**src/rtl/hfosc_ctrl.sv**
```systemverilog
// rtl/hfosc_ctrl.sv - SB_HFOSC power-up/enable sequencer with HF activity monitor
module hfosc_ctrl #(
  parameter int PU_CYCLES  = 100,
  parameter int EDGES_MIN  = 4,
  parameter int START_TMO  = 64,
  parameter int WDOG       = 16,
  parameter int OFF_CYCLES = 8
) (
  input  logic       clk,
  input  logic       rst_n,
  input  logic       req,
  input  logic       hf_tgl,
  output logic       clkhfpu,
  output logic       clkhfen,
  output logic       ready,
  output logic       fault,
  output logic [2:0] state
);

  // One shared cycle counter serves every timed state, so it is sized for the
  // largest interval any parameter can ask for.
  localparam int M1   = (PU_CYCLES > START_TMO) ? PU_CYCLES : START_TMO;
  localparam int M2   = (WDOG > OFF_CYCLES) ? WDOG : OFF_CYCLES;
  localparam int M3   = (M1 > M2) ? M1 : M2;
  localparam int MAXP = (M3 > EDGES_MIN) ? M3 : EDGES_MIN;
  localparam int CW   = $clog2(MAXP + 1);
  localparam int EW   = $clog2(EDGES_MIN + 1);

  // Terminal counts: a state of N cycles exits when the counter shows N-1.
  localparam logic [CW-1:0] PU_LAST   = CW'(PU_CYCLES - 1);
  localparam logic [CW-1:0] TMO_LAST  = CW'(START_TMO - 1);
  localparam logic [CW-1:0] WD_LAST   = CW'(WDOG - 1);
  localparam logic [CW-1:0] OFF_LAST  = CW'(OFF_CYCLES - 1);
  localparam logic [EW-1:0] EDGE_LAST = EW'(EDGES_MIN - 1);

  typedef enum logic [2:0] {
    S_OFF    = 3'd0,
    S_PWRUP  = 3'd1,
    S_ENABLE = 3'd2,
    S_READY  = 3'd3,
    S_SHUTDN = 3'd4,
    S_FAULT  = 3'd5
  } state_t;

  logic [2:0]    st;
  state_t        nxt;
  logic          cnt_clr;
  logic [CW-1:0] cnt;
  logic [EW-1:0] ecnt;
  logic          sync1, sync2, hist;
  logic          act;

  // Bring the HF-domain toggle into clk and keep one history stage for edge detect.
  always_ff @(posedge clk or negedge rst_n) begin
    if (!rst_n) begin
      sync1 <= 1'b0;
      sync2 <= 1'b0;
      hist  <= 1'b0;
    end else begin
      sync1 <= hf_tgl;
      sync2 <= sync1;
      hist  <= sync2;
    end
  end

  // Any change of the synchronized level is one activity edge.
  assign act = sync2 ^ hist;

  // Next-state decision; the counter keeps running only while the state holds.
  always_comb begin
    nxt     = S_OFF;
    cnt_clr = 1'b1;
    case (st)
      S_OFF:    nxt = req ? S_PWRUP : S_OFF;
      S_PWRUP: begin
        if (!req)                nxt = S_SHUTDN;
        else if (cnt == PU_LAST) nxt = S_ENABLE;
        else begin
          nxt     = S_PWRUP;
          cnt_clr = 1'b0;
        end
      end
      S_ENABLE: begin
        // A completing edge beats a timeout landing on the same cycle.
        if (!req)                            nxt = S_SHUTDN;
        else if (act && (ecnt == EDGE_LAST)) nxt = S_READY;
        else if (cnt == TMO_LAST)            nxt = S_FAULT;
        else begin
          nxt     = S_ENABLE;
          cnt_clr = 1'b0;
        end
      end
      S_READY: begin
        // Dropping req wins over a watchdog expiry in the same cycle.
        if (!req)                nxt = S_SHUTDN;
        else if (act)            nxt = S_READY;
        else if (cnt == WD_LAST) nxt = S_FAULT;
        else begin
          nxt     = S_READY;
          cnt_clr = 1'b0;
        end
      end
      S_SHUTDN: begin
        if (cnt == OFF_LAST) nxt = S_OFF;
        else begin
          nxt     = S_SHUTDN;
          cnt_clr = 1'b0;
        end
      end
      S_FAULT:  nxt = req ? S_FAULT : S_OFF;
      default:  nxt = S_OFF;
    endcase
  end

  // State, saturating counters and outputs decoded from the next state.
  always_ff @(posedge clk or negedge rst_n) begin
    if (!rst_n) begin
      st      <= S_OFF;
      cnt     <= '0;
      ecnt    <= '0;
      clkhfpu <= 1'b0;
      clkhfen <= 1'b0;
      ready   <= 1'b0;
      fault   <= 1'b0;
    end else begin
      st <= nxt;
      if (cnt_clr)           cnt <= '0;
      else if (cnt != '1)    cnt <= cnt + CW'(1);
      if ((st == S_ENABLE) && (nxt == S_ENABLE)) begin
        if (act && (ecnt != '1)) ecnt <= ecnt + EW'(1);
      end else begin
        ecnt <= '0;
      end
      clkhfpu <= (nxt == S_PWRUP) || (nxt == S_ENABLE) ||
                 (nxt == S_READY) || (nxt == S_SHUTDN);
      clkhfen <= (nxt == S_ENABLE) || (nxt == S_READY);
      ready   <= (nxt == S_READY);
      fault   <= (nxt == S_FAULT);
    end
  end

  assign state = st;

endmodule

```
**config.mk**
```make
export PLATFORM = sky130hd
export DESIGN_NAME = hfosc_ctrl
export DESIGN_NICKNAME = d
export VERILOG_FILES = /design/src/rtl/hfosc_ctrl.sv
export SDC_FILE = /design/constraint.sdc
export NUM_CORES = 1
export LEC_CHECK = 0
export ABC_AREA = 1
export ABC_CLOCK_PERIOD_IN_PS = 1900
export BUFFER_PORTS_ARGS = -buffer_cell sky130_fd_sc_hd__buf_4
export CAP_MARGIN = 20
export CORE_MARGIN = 2
export CORE_UTILIZATION = 45
export DETAILED_ROUTE_END_ITERATION = 10
export PLACE_DENSITY = 0.71
export SYNTH_ARGS = -nofsm -noshare
export SYNTH_HDL_FRONTEND = slang
export SYNTH_SLANG_ARGS = --single-unit
```
**constraint.sdc**
```tcl
create_clock -name clk -period 1.9 [get_ports clk]
set_input_delay 0.19 -clock clk [delete_from_list [all_inputs] [get_ports clk]]
set_output_delay 0.19 -clock clk [all_outputs]
set_load 0.01 [all_outputs]
```
## Yosys cells after proc, flatten, opt, wreduce, memory -nomap -nowiden

Cells that the tools add are included.

| storage, ports and cells | value |
|---|---|
| input bits | 4 |
| register bits after elaboration | 20 |
| output and inout port bits | 7 |
| logic and storage cells | 66 |

| operators by class | value |
|---|---|
| add/subtract/negate cells | 2 |
| bitwise operators | 1 |
| eq/ne operators | 18 |
| mux-type cells | 26 |
| reduce and logical (&&, ||, !) cells | 9 |

Operators by type and width:

| cell | number |
|---|---|
| 3-bit 2-to-1 mux | 11 |
| 3-bit one-hot mux with 6 select lines | 1 |
| 3-bit by 2-bit == test with 1-bit output, second input constant | 5 |
| 7-bit 2-to-1 mux | 2 |
| 3-bit == test, second input constant | 4 |
| 1-bit 2-to-1 mux | 10 |
| 7-bit by 1-bit adder with 7-bit output, second input constant | 1 |
| 7-bit by 3-bit == test with 1-bit output, second input constant | 1 |
| 7-bit by 4-bit == test with 1-bit output, second input constant | 1 |
| 7-bit by 6-bit == test with 1-bit output, second input constant | 1 |
| 7-bit == test, second input constant | 1 |
| 7-bit != test, second input constant | 1 |
| 3-bit by 1-bit == test with 1-bit output, second input constant | 2 |
| 1-bit logical OR | 4 |
| 1-bit one-hot mux with 4 select lines | 1 |
| 3-bit by 1-bit adder with 3-bit output, second input constant | 1 |
| 1-bit logical AND | 3 |
| 3-bit zero test | 1 |
| 3-bit != test, second input constant | 1 |
| 2-bit 2-to-1 mux | 1 |
| 2-bit by 1-bit != test with 1-bit output, second input constant | 1 |
| 2-bit nonzero test | 1 |
| 1-bit XOR | 1 |

## Longest topological paths before layout

| logic depth | value |
|---|---|
| word-level depth | 9 |
| depth in mapped cells | 11 |
| gate-level depth less buffers | 11 |

## Worst setup path before layout

No wires, ideal clock.

| path | value |
|---|---|
| kind | reg-to-reg |
| start | register ecnt[0] |
| end | register cnt[4] |
| setup time | 80 ps |
| path buffers | 0 |
| data arrival time | 1341 ps |
| path slack | 478 ps |
| cell stages (with the launch flop) | 8 |
| clock period less this slack | 1422 ps |
| required time | 1820 ps |
| cells stage by stage | dfrtp_1 -> ha_1 -> ha_1 -> nand3_1 -> nand2_1 -> o21ai_2 -> inv_2 -> nor3_2 |

| between the ends | value |
|---|---|
| longest elaborated chain between the ends | 6 |
| elaborated cells between the ends (all ways) | 7 |
| classes of those cells | 1 x eq/ne; 4 x mux; 2 x reduce/logical |

RTL lines:

| element | RTL line | source |
|---|---|---|
| from (decl) | 49 | `logic [EW-1:0] ecnt;` |
| from (signal assigned) | 130 | `if (act && (ecnt != '1)) ecnt <= ecnt + EW'(1);` |
| 3-bit by 2-bit == test with 1-bit output (*) | 86 | `else if (act && (ecnt == EDGE_LAST)) nxt = S_READY;` |
| 1-bit logical AND (*) | 86 |  |
| 1-bit 2-to-1 mux (*) | 86 |  |
| 1-bit 2-to-1 mux (*) | 85 | `if (!req) nxt = S_SHUTDN;` |
| 1-bit one-hot mux with 4 select lines (*) | 73 | `case (st)` |
| 7-bit 2-to-1 mux / 2-bit nonzero test (equally long branches) | n/a |  |
| to (signal assigned) | 128 | `else if (cnt != '1) cnt <= cnt + CW'(1);` |
| to (decl) | 48 | `logic [CW-1:0] cnt;` |

Every way passes the cells marked *; elsewhere a longest branch is shown, timed or not.
A chain may end at the register's enable or synchronous reset.

## Final worst setup path

| path | value |
|---|---|
| start | register cnt[0] |
| end | register ecnt[2] |

| between the ends | value |
|---|---|
| longest elaborated chain between the ends | 8 |
| elaborated cells between the ends (all ways) | 18 |
| classes of those cells | 6 x eq/ne; 11 x mux; 1 x reduce/logical |

RTL lines:

| element | RTL line | source |
|---|---|---|
| 7-bit by 6-bit == test with 1-bit output / 7-bit by 4-bit == test with 1-bit output (equally long branches) | 87, 97 |  |
| 3-bit 2-to-1 mux, on equally long branches | 87, 97 |  |
| 3-bit 2-to-1 mux, on equally long branches | 86, 96 |  |
| 3-bit 2-to-1 mux, on equally long branches | 85, 95 |  |
| 3-bit one-hot mux with 6 select lines (*) | 73 |  |
| 3-bit by 2-bit == test with 1-bit output (*) | 129 | `if ((st == S_ENABLE) && (nxt == S_ENABLE)) begin` |
| 1-bit logical AND (*) | 129 |  |
| 2-bit by 1-bit != test with 1-bit output (no line) / 3-bit 2-to-1 mux (equally long branches) | n/a |  |

Marks and branches as above.

==> impl_results.md <==
- Slowest-stage cell, CP: dfrtp_1
- Status: complete, no violations
- Syn Nets: 164
- Fin crit share: 85.8%
- Fraction of layout cells with a size suffix above 1: 21.1%
- Worst-margin pin slew: 0.339 ns
- Cts bufs inserted: 3
- DRT Pass-1 Iters: 4
- WL met2: 1.09 mm
- Synth-to-Final Area Change: 13.4%
- Fin. max-slew vios: 0
- Core Area: 2500 sq um
- Post CTS Setup Buffer Count: 0
- Vias per cell: 5.12
- Post-synth ARST share: 100%
- Post-synth EDFFs: 0
- Count of cell types in the netlist: 26
- Worst path cell trace: ha_1, nand2_1, nor2_2, nand2_1, nand2_1, nor2_1, nor2_2, nor2_2, nand3_2, nor2_1
- Max FO, Critical Path: 7
- #FFs+latches synth: 20
- Via count: 1029
- Fill cells: 224
- Clk_lat worst skew: 0.30 ns
- Initial antenna violation count: 0
- IO Pins: 11
- Worst-path clk slew: 0.11 ns
- Clk sinks: 20
- Fmax: 614 MHz
- Total global-route track usage: 17.1%
- Num rows: 18
- Worst slew margin: 77.2%
- Clock Path Buffers: 2
- Gr ovfl total: 0
- Vias in the first global route: 985
- Post-route cell area: 1360 sq um
- M1 wire length: 1.14 mm
- Synth Area per Inst: 7.71 sq um
- Final Setup Violations: 0
- Pwr per Cell Area: 876 nW/um^2
- DIE HEIGHT: 55.7 um
- RD Place Congestion: 0.878
- Critical Path RT: 2.13 ns
- Commonest non-fill, non-tap cell in the layout: nand2_1
- # resized after CTS: 0
- Fin. Hold Viols: 0
- Post-synth top area cell: dfrtp_1
- Ys Warns: 0
- H-tree levels: 1
- Synth Instances: 156
- Cell family with most CP delay: simple AND/OR/NAND/NOR gates
- Register area share after synthesis: 41.6%
- DPL Wire Length: 1.86 mm
- Maximum vdd drop: 0.659 mV
- Met3 wire len: 95 um
- Port bufs: 10
- Crit path buf inv count: 0
- Max stage delay on crit path: 0.43 ns
- Setup Skew: 0.0105 ns
- First-pass GRT wire length: 4.23 mm
- Crit path kind: flop to flop
- Clock root cell: clkbuf_4
- Placed Cells: 195
- Setup TNS Final: 0 ns
- Kind of end point of the critical path: flop
- Antenna Diode Count: 0
- Most frequent cells in the layout: nand2_1, dfrtp_1, nor2_1
- Synth Flop Type: dfrtp_1
- Top layer in use: met4
- Placed inst area: 1310 sq um
- Largest net degree at the start of global routing: 21
- Residual DRC: 0
- Max Cap Viol: 0
- LEAKAGE: 0.000701 uW
- Post-CTS Hold Buffers: 2
- DRT iter0 DRCs: 21
- Ranking of synthesized cells by area: dfrtp_1, nand2_1, nand3_1
- Initial Util: 48.1%
- Nets: 180
- Final Critical Period: 1.63 ns
- Crit path launch type: flop
- Top cell type's share of synthesized area: 41.6%
- Die area: 3100 sq um
- Layout Cells excl Fill: 201
- Cell Area, Synth: 1200 sq um
- Die width: 55.7 um
- Antenna-violating nets left: 0
- Drt wl/cell: 11.7 um
- RSZ-0062 raised after global routing: false
- Arrival @ worst endpoint: 1.86 ns
- CTS tree: done
- DRT Wirelength: 2.36 mm
- HP Class: input port to flop
## routing by layer
metal  up-vias  GRT usage, %
met5         -             0
met4         0          7.32
met3         4          2.09
met2        20          27.0
met1       478          23.5
li1        527             -
## sequential cells by signal, summed over array words and instances (netlist names)
signal	flops
state	3
sync2	1
cnt	7
ready	1
hist	1
fault	1
sync1	1
clkhfen	1
clkhfpu	1
ecnt	3
## worst paths after layout
path,cells after the start,from,slack [ns],endpoint
max,10,cnt[0],0.27,ecnt[2]
min,3,req,0.27,clkhfen
max reg2reg,10,cnt[0],0.27,ecnt[2]
min reg2reg,0,sync1,0.36,sync2
max in group asynchronous,2,rst_n,1.39,sync2
min in group asynchronous,2,rst_n,0.29,cnt[5]
## per-stage QoR
stage | utilization (%) | total power [uW] | setup slack [ns] | hold WS, ns
finish | 54.6 | 1190 | 0.270 | 0.267
global route | 54.6 | 1290 | 0.108 | 0.268
CTS | 54.6 | 1200 | 0.253 | 0.253
detailed placement | 52.3 | 958 | 0.288 | 0.0864
global placement | 52.3 | 944 | 0.311 | 0.0810
floorplan | - | 830 | 0.478 | -0.106
## worst reg2reg max path: stages (launching register included)
cell,delay [ns]
dfrtp_1,0.43
ha_1,0.31
nand2_1,0.12
nor2_2,0.06
nand2_1,0.05
nand2_1,0.07
nor2_1,0.14
nor2_2,0.05
nor2_2,0.15
nand3_2,0.11
nor2_1,0.10
## cell type report
class	instances	area, sq um	share of cell area (%)
clock buffer	4	36.3	2.66
inverter	23	86.3	6.33
timing repair buffer	12	95.1	6.97
multi-input combinational	112	608	44.6
tap	30	37.5	2.75
sequential	20	500	36.7
## power by group
part	internal (uW)	total (uW)	switching [uW]
clock network	117	244	127
logic	161	406	245
registers	486	544	58.7
## synth_stat cells, types with 2 or more instances
cell	count
o21ai_0	2
inv_2	5
ha_1	4
nand4_1	4
nand3_2	4
nor2_2	4
nor3_1	3
nand3_1	14
nand2_2	2
clkinv_1	2
nor3_2	5
xor2_1	2
inv_1	16
nand2_1	41
nor2_1	18
dfrtp_1	20
## cells by family (layout without fill, tap and decap cells)
family                     after synthesis  in the layout  synth area share [%]
AOI/OAI and AO/OA                        6              6                  3.02
xor gates and xnor gates                 3              3                  2.19
adders and majority gates                4              4                  4.16
buffers and inverters                   24             39                  7.81
DFF                                     20             20                  41.6
muxes                                    1              1                 0.832
and+or+nand+nor                         98             98                  40.4
Note: power is estimated with default switching activity, not from simulation.
